File: src/rtl/vram_arbiter.sv
// ---------------------------------------------------------------------------
// vram_arbiter
//
// Shares a single-port VRAM between the video fetch engine and the CPU.
// Video always wins: a fetch strobe steers the memory address to the video
// address for that cycle. The CPU gets the memory only on a "free slot"
// (pixel enable high, no fetch, outside the contention window). While it
// waits, the CPU is stalled and the number of pixel ticks spent waiting is
// counted so the last access's stall can be reported.
//
// Ports
//   clock, reset          system clock, asynchronous active-high reset
//   ce                    pixel-rate clock enable
//   vRead, vDe, vAddr     video fetch strobe, contention window, fetch address
//   vData                 video fetch data (straight from memDout)
//   cpuReq, cpuWe         CPU request level and write/read select
//   cpuAddr, cpuDin       CPU address and write data
//   cpuDout               CPU read data, registered
//   cpuAck                one-clock completion pulse
//   cpuWait               CPU stall
//   waitCount             pixel ticks the last completed access waited
//   memAddr, memWe, memDin, memDout   VRAM port (asynchronous read)
// ---------------------------------------------------------------------------
module vram_arbiter (
    input  logic        clock,
    input  logic        reset,
    input  logic        ce,
    input  logic        vRead,
    input  logic        vDe,
    input  logic [12:0] vAddr,
    output logic [7:0]  vData,
    input  logic        cpuReq,
    input  logic        cpuWe,
    input  logic [12:0] cpuAddr,
    input  logic [7:0]  cpuDin,
    output logic [7:0]  cpuDout,
    output logic        cpuAck,
    output logic        cpuWait,
    output logic [7:0]  waitCount,
    output logic [12:0] memAddr,
    output logic        memWe,
    output logic [7:0]  memDin,
    input  logic [7:0]  memDout
);

    typedef enum logic [1:0] {
        IDLE = 2'd0,
        PEND = 2'd1,
        ACK  = 2'd2
    } state_t;

    state_t      state_q;
    logic        we_q;
    logic [12:0] addr_q;
    logic [7:0]  data_q;
    logic [7:0]  tick_q;
    logic [7:0]  tick_d;
    logic [7:0]  dout_q;
    logic [7:0]  wait_q;
    logic        slotFree;
    logic        grant;

    // A CPU access may only use a pixel-enabled cycle that video neither
    // fetches in nor reserves through its contention window.
    assign slotFree = ce && !vRead && !vDe;
    assign grant    = (state_q == PEND) && slotFree;

    // Stall counter saturates so very long blanking-free stretches read as 255.
    assign tick_d = (tick_q == 8'hFF) ? tick_q : tick_q + 8'd1;

    // Single FSM block: request latch, stall counting, read capture and the
    // report of the stall length when the access completes.
    always_ff @(posedge clock or posedge reset) begin
        if (reset) begin
            state_q <= IDLE;
            we_q    <= 1'b0;
            addr_q  <= 13'd0;
            data_q  <= 8'd0;
            tick_q  <= 8'd0;
            dout_q  <= 8'd0;
            wait_q  <= 8'd0;
        end else begin
            case (state_q)
                IDLE: begin
                    if (cpuReq) begin
                        we_q    <= cpuWe;
                        addr_q  <= cpuAddr;
                        data_q  <= cpuDin;
                        tick_q  <= 8'd0;
                        state_q <= PEND;
                    end
                end
                PEND: begin
                    if (slotFree) begin
                        if (!we_q) begin
                            dout_q <= memDout;
                        end
                        state_q <= ACK;
                    end else if (ce) begin
                        tick_q <= tick_d;
                    end
                end
                ACK: begin
                    // cpuReq is deliberately ignored here; a held request is
                    // picked up again once back in IDLE.
                    wait_q  <= tick_q;
                    state_q <= IDLE;
                end
                default: begin
                    state_q <= IDLE;
                end
            endcase
        end
    end

    // The memory address defaults to the latched CPU address so a granted
    // access sees a stable address; a video fetch overrides it outright.
    assign memAddr   = vRead ? vAddr : addr_q;
    assign memWe     = grant && we_q;
    assign memDin    = data_q;
    assign vData     = memDout;

    assign cpuDout   = dout_q;
    assign cpuAck    = (state_q == ACK);
    assign cpuWait   = ((state_q == IDLE) && cpuReq) || (state_q == PEND);
    assign waitCount = wait_q;

endmodule
File: config.mk
export PLATFORM = sky130hd
export DESIGN_NAME = vram_arbiter
export DESIGN_NICKNAME = d
export VERILOG_FILES = /design/src/rtl/vram_arbiter.sv
export SDC_FILE = /design/constraint.sdc
export NUM_CORES = 1
export LEC_CHECK = 0
export BUFFER_PORTS_ARGS = -buffer_cell sky130_fd_sc_hd__buf_2
export CORE_UTILIZATION = 42
export DETAILED_ROUTE_END_ITERATION = 6
export GPL_ROUTABILITY_DRIVEN = 0
export GPL_TIMING_DRIVEN = 0
export PLACE_DENSITY_LB_ADDON = 0.2
export SETUP_SLACK_MARGIN = 0.1
export SYNTH_ARGS = -nofsm -noshare
export SYNTH_HDL_FRONTEND = slang
export SYNTH_SLANG_ARGS = --single-unit
export TNS_END_PERCENT = 50
File: constraint.sdc
create_clock -name clock -period 1.65 [get_ports clock]
set_input_delay 0.33 -clock clock [delete_from_list [all_inputs] [get_ports clock]]
set_output_delay 0.33 -clock clock [all_outputs]
set_load 0.03 [all_outputs]
==> run metrics <==
outcome=complete, but fails checks; failing checks=setup timing; Switch Pwr=1.69 mW; GRT Resource Usage Total=17.7%; fin. max-slew vios=0; core box area=4880 µm²; Clock power frac=15.7%; chip width=74.4 µm; Post-synth EDFFs=0; Sink Count=48; initial antenna violation count=0; FFs w/ async S/R, synth=100%; CTS tree=done; synth cell count leaders=mux2_2 (51), dfrtp_1 (48), buf_4 (9); vias in the first global route=1,604; Final Util=66.1%; register bit total from synthesis=48; Slew HR=74.4%; DRC viols=0; synth top area cells=dfrtp_1 (55%), mux2_2 (26%), buf_4 (3.1%), mux2i_1 (1.8%), buf_6 (1.5%); VDD IR-drop max=0.759 mV; syn_area_per_cell=13.4 µm²; CP arrival=1.88 ns; 1st-pass router iterations=4; share of post-route cells with drive strength above 1=70.2%; # port buffers=96; Starting Density=45.2%; most numerous cell in the Yosys netlist=mux2_2; area leader, netlist=dfrtp_1; maximum buffer depth of the clock tree=2; PD cells=1380 nW/µm²; # rows=25; Clock Tree Root=clkbuf_8; WP data required=1.83 ns; ANT cells=0; Synth top area share=54.5%; final worst slack=-0.0519 ns; Final period util=103%; Via density=4.86; Cells after DPL=329; final setup fails=23; vias=1,711; DR iter-0 viols=85; Pint=2.76 mW; final hold vios=0; Post-CTS Hold Fix Bufs=0; Sw Ratio=37.9%; CP Capture Type=register; post-route minimum period=1.70 ns; sequential area share after synthesis=54.5%; die footprint=5540 µm²; global-route wire length before repair=7.39 mm; worst hold path type=input pin to async pin; Sequential Power Share=41.2%; worst skew pair latency=0.29 ns; crit path kind=register to register; Nets=334; Ys Warns=0; HPWL Detailed=3.33 mm; H-tree depth=2; Leak=1.62 nW; max-cap viol count=0; Final Skew=0.00349 ns; Crit Path Max Fanout=6; Mapped Area=2200 µm²; Critical Path Source Type=register; Post-Route WL=5.09 mm; RSZ-0062 raised after global routing=true; post-synthesis cell type count=29; ys flop type=dfrtp_1; Post-DRT Antenna Nets=0; fin cells=352; Post-Syn Instances=165; Synthesized Nets=215; Logic pwr share=43.1%; max frequency=588 MHz; layout overhead on the synthesized area=46.5%; chip height=74.4 µm; Reg clk slew, reported paths=0.08 ns; largest net degree at the start of global routing=33; Slew @ Worst Pin=0.383 ns; grt total ovfl=0; WL/cell=14.5 µm; IO Count=97; Num CTS Buffers=5
-- path summary, 6_finish.rpt --
path | slack (ns) | endpoint | depth (start not counted) | from
worst min register to register | 0.51 | waitCount[3] | 1 | waitCount[3]
min in group clock | 0.26 | memDin[0] | 2 | cpuDin[0]
max in group asynchronous | 1.15 | we_q | 3 | reset
worst max register to register | -0.05 | addr_q[1] | 6 | state_q[1]
worst min-delay path | 0.009 | cpuDout[0] | 2 | reset
worst max-delay path | -0.05 | addr_q[1] | 6 | state_q[1]
-- state kept, by name, summed over array words and instances, names as in the netlist --
signal     flops
addr_q        13
cpuDout        8
memDin         8
state_q        2
tick_q         8
waitCount      8
we_q           1
-- area by class of cell --
class / instances / area, µm²
Fill cell: 419 / 1650
Sequential cell: 48 / 1200
Multi-Input combinational cell: 98 / 1000
Timing Repair Buffer: 112 / 682
Buffer: 15 / 155
Clock buffer: 8 / 90.1
Tap cell: 67 / 83.8
Inverter: 4 / 15.0
-- critical path: stages, from the launching register on --
cell and delay [ns]:
dfrtp_1 0.40, buf_6 0.12, buf_6 0.11, or3_4 0.38, buf_8 0.15, buf_8 0.13, mux2_4 0.29
-- cells in the final DEF (no fill, tap or decap), drive strengths merged --
cell type / instances
or2: 1
nand2b: 4
nor2: 5
a21o: 1
clkbuf: 13
a41oi: 1
buf: 122
and2: 1
o311a: 1
ha: 1
a21oi: 3
mux2i: 4
nand3: 3
inv: 4
a311o: 1
o2111a: 1
mux2: 51
nor4: 1
dfrtp: 48
or3: 1
nor2b: 3
nand2: 6
o21ai: 1
and3: 3
nor3: 2
nand4: 1
a31oi: 2
-- metrics by stage --
step | power, mW | setup TNS (ns) | setup WS [ns] | hold slack (ns) | cell area, µm²
2_1_floorplan | 3.00 | 0 | 0.111 | 0.475 | 2200
3_3_place_gp | 3.44 | -24.67 | -0.475 | 0.484 | 2770
3_5_place_dp | 3.50 | -2.12 | -0.196 | 0.336 | 2790
4_1_cts | 4.27 | -0.0426 | -0.0426 | 0.0166 | 2990
5_1_grt | 4.69 | -1.87 | -0.112 | 0.0363 | 3230
6_report | 4.45 | -0.550 | -0.0519 | 0.00925 | 3230
-- cells by family (layout without fill, tap and decap cells) --
group / Yosys count / count (layout) / share of synthesized area [%]
flip-flops: 48 / 48 / 54.5
buffers and inverters: 19 / 139 / 5.85
multiplexers: 55 / 55 / 27.9
AO/OA/AOI/OAI: 11 / 11 / 3.63
AND/OR/NAND/NOR: 31 / 31 / 7.55
adder cells (fa/ha/maj): 1 / 1 / 0.568
-- timing repair --
item                                    in CTS  in global routing
endpoints found under the setup margin      42                 46
buffers inserted                             3                  9
pin swaps                                    2                  4
gates cloned                                 1                  2
resized for setup                           23                 29
-- metal layers --
| metal | track usage (%) | vias to the layer above | wire length [µm] |
|---|---|---|---|
| met4 | 6.50 | 0 | 41 |
| met1 | 23.9 | 824 | 2310 |
| met2 | 27.4 | 73 | 2380 |
| met5 | 0 | - | 0 |
| met3 | 4.61 | 4 | 349 |
| li1 | - | 810 | - |
-- power groups by stage --
stage | sequential (mW) | combinational [mW] | clock [mW]
final | 1.83 | 1.92 | 0.700
after floorplan | 2.19 | 0.807 | 0
after detailed placement | 1.81 | 1.69 | 0
after global placement | 1.79 | 1.65 | 0
after global routing | 1.88 | 2.04 | 0.775
after CTS | 1.79 | 1.75 | 0.726
(Power assumes the default switching activity.)
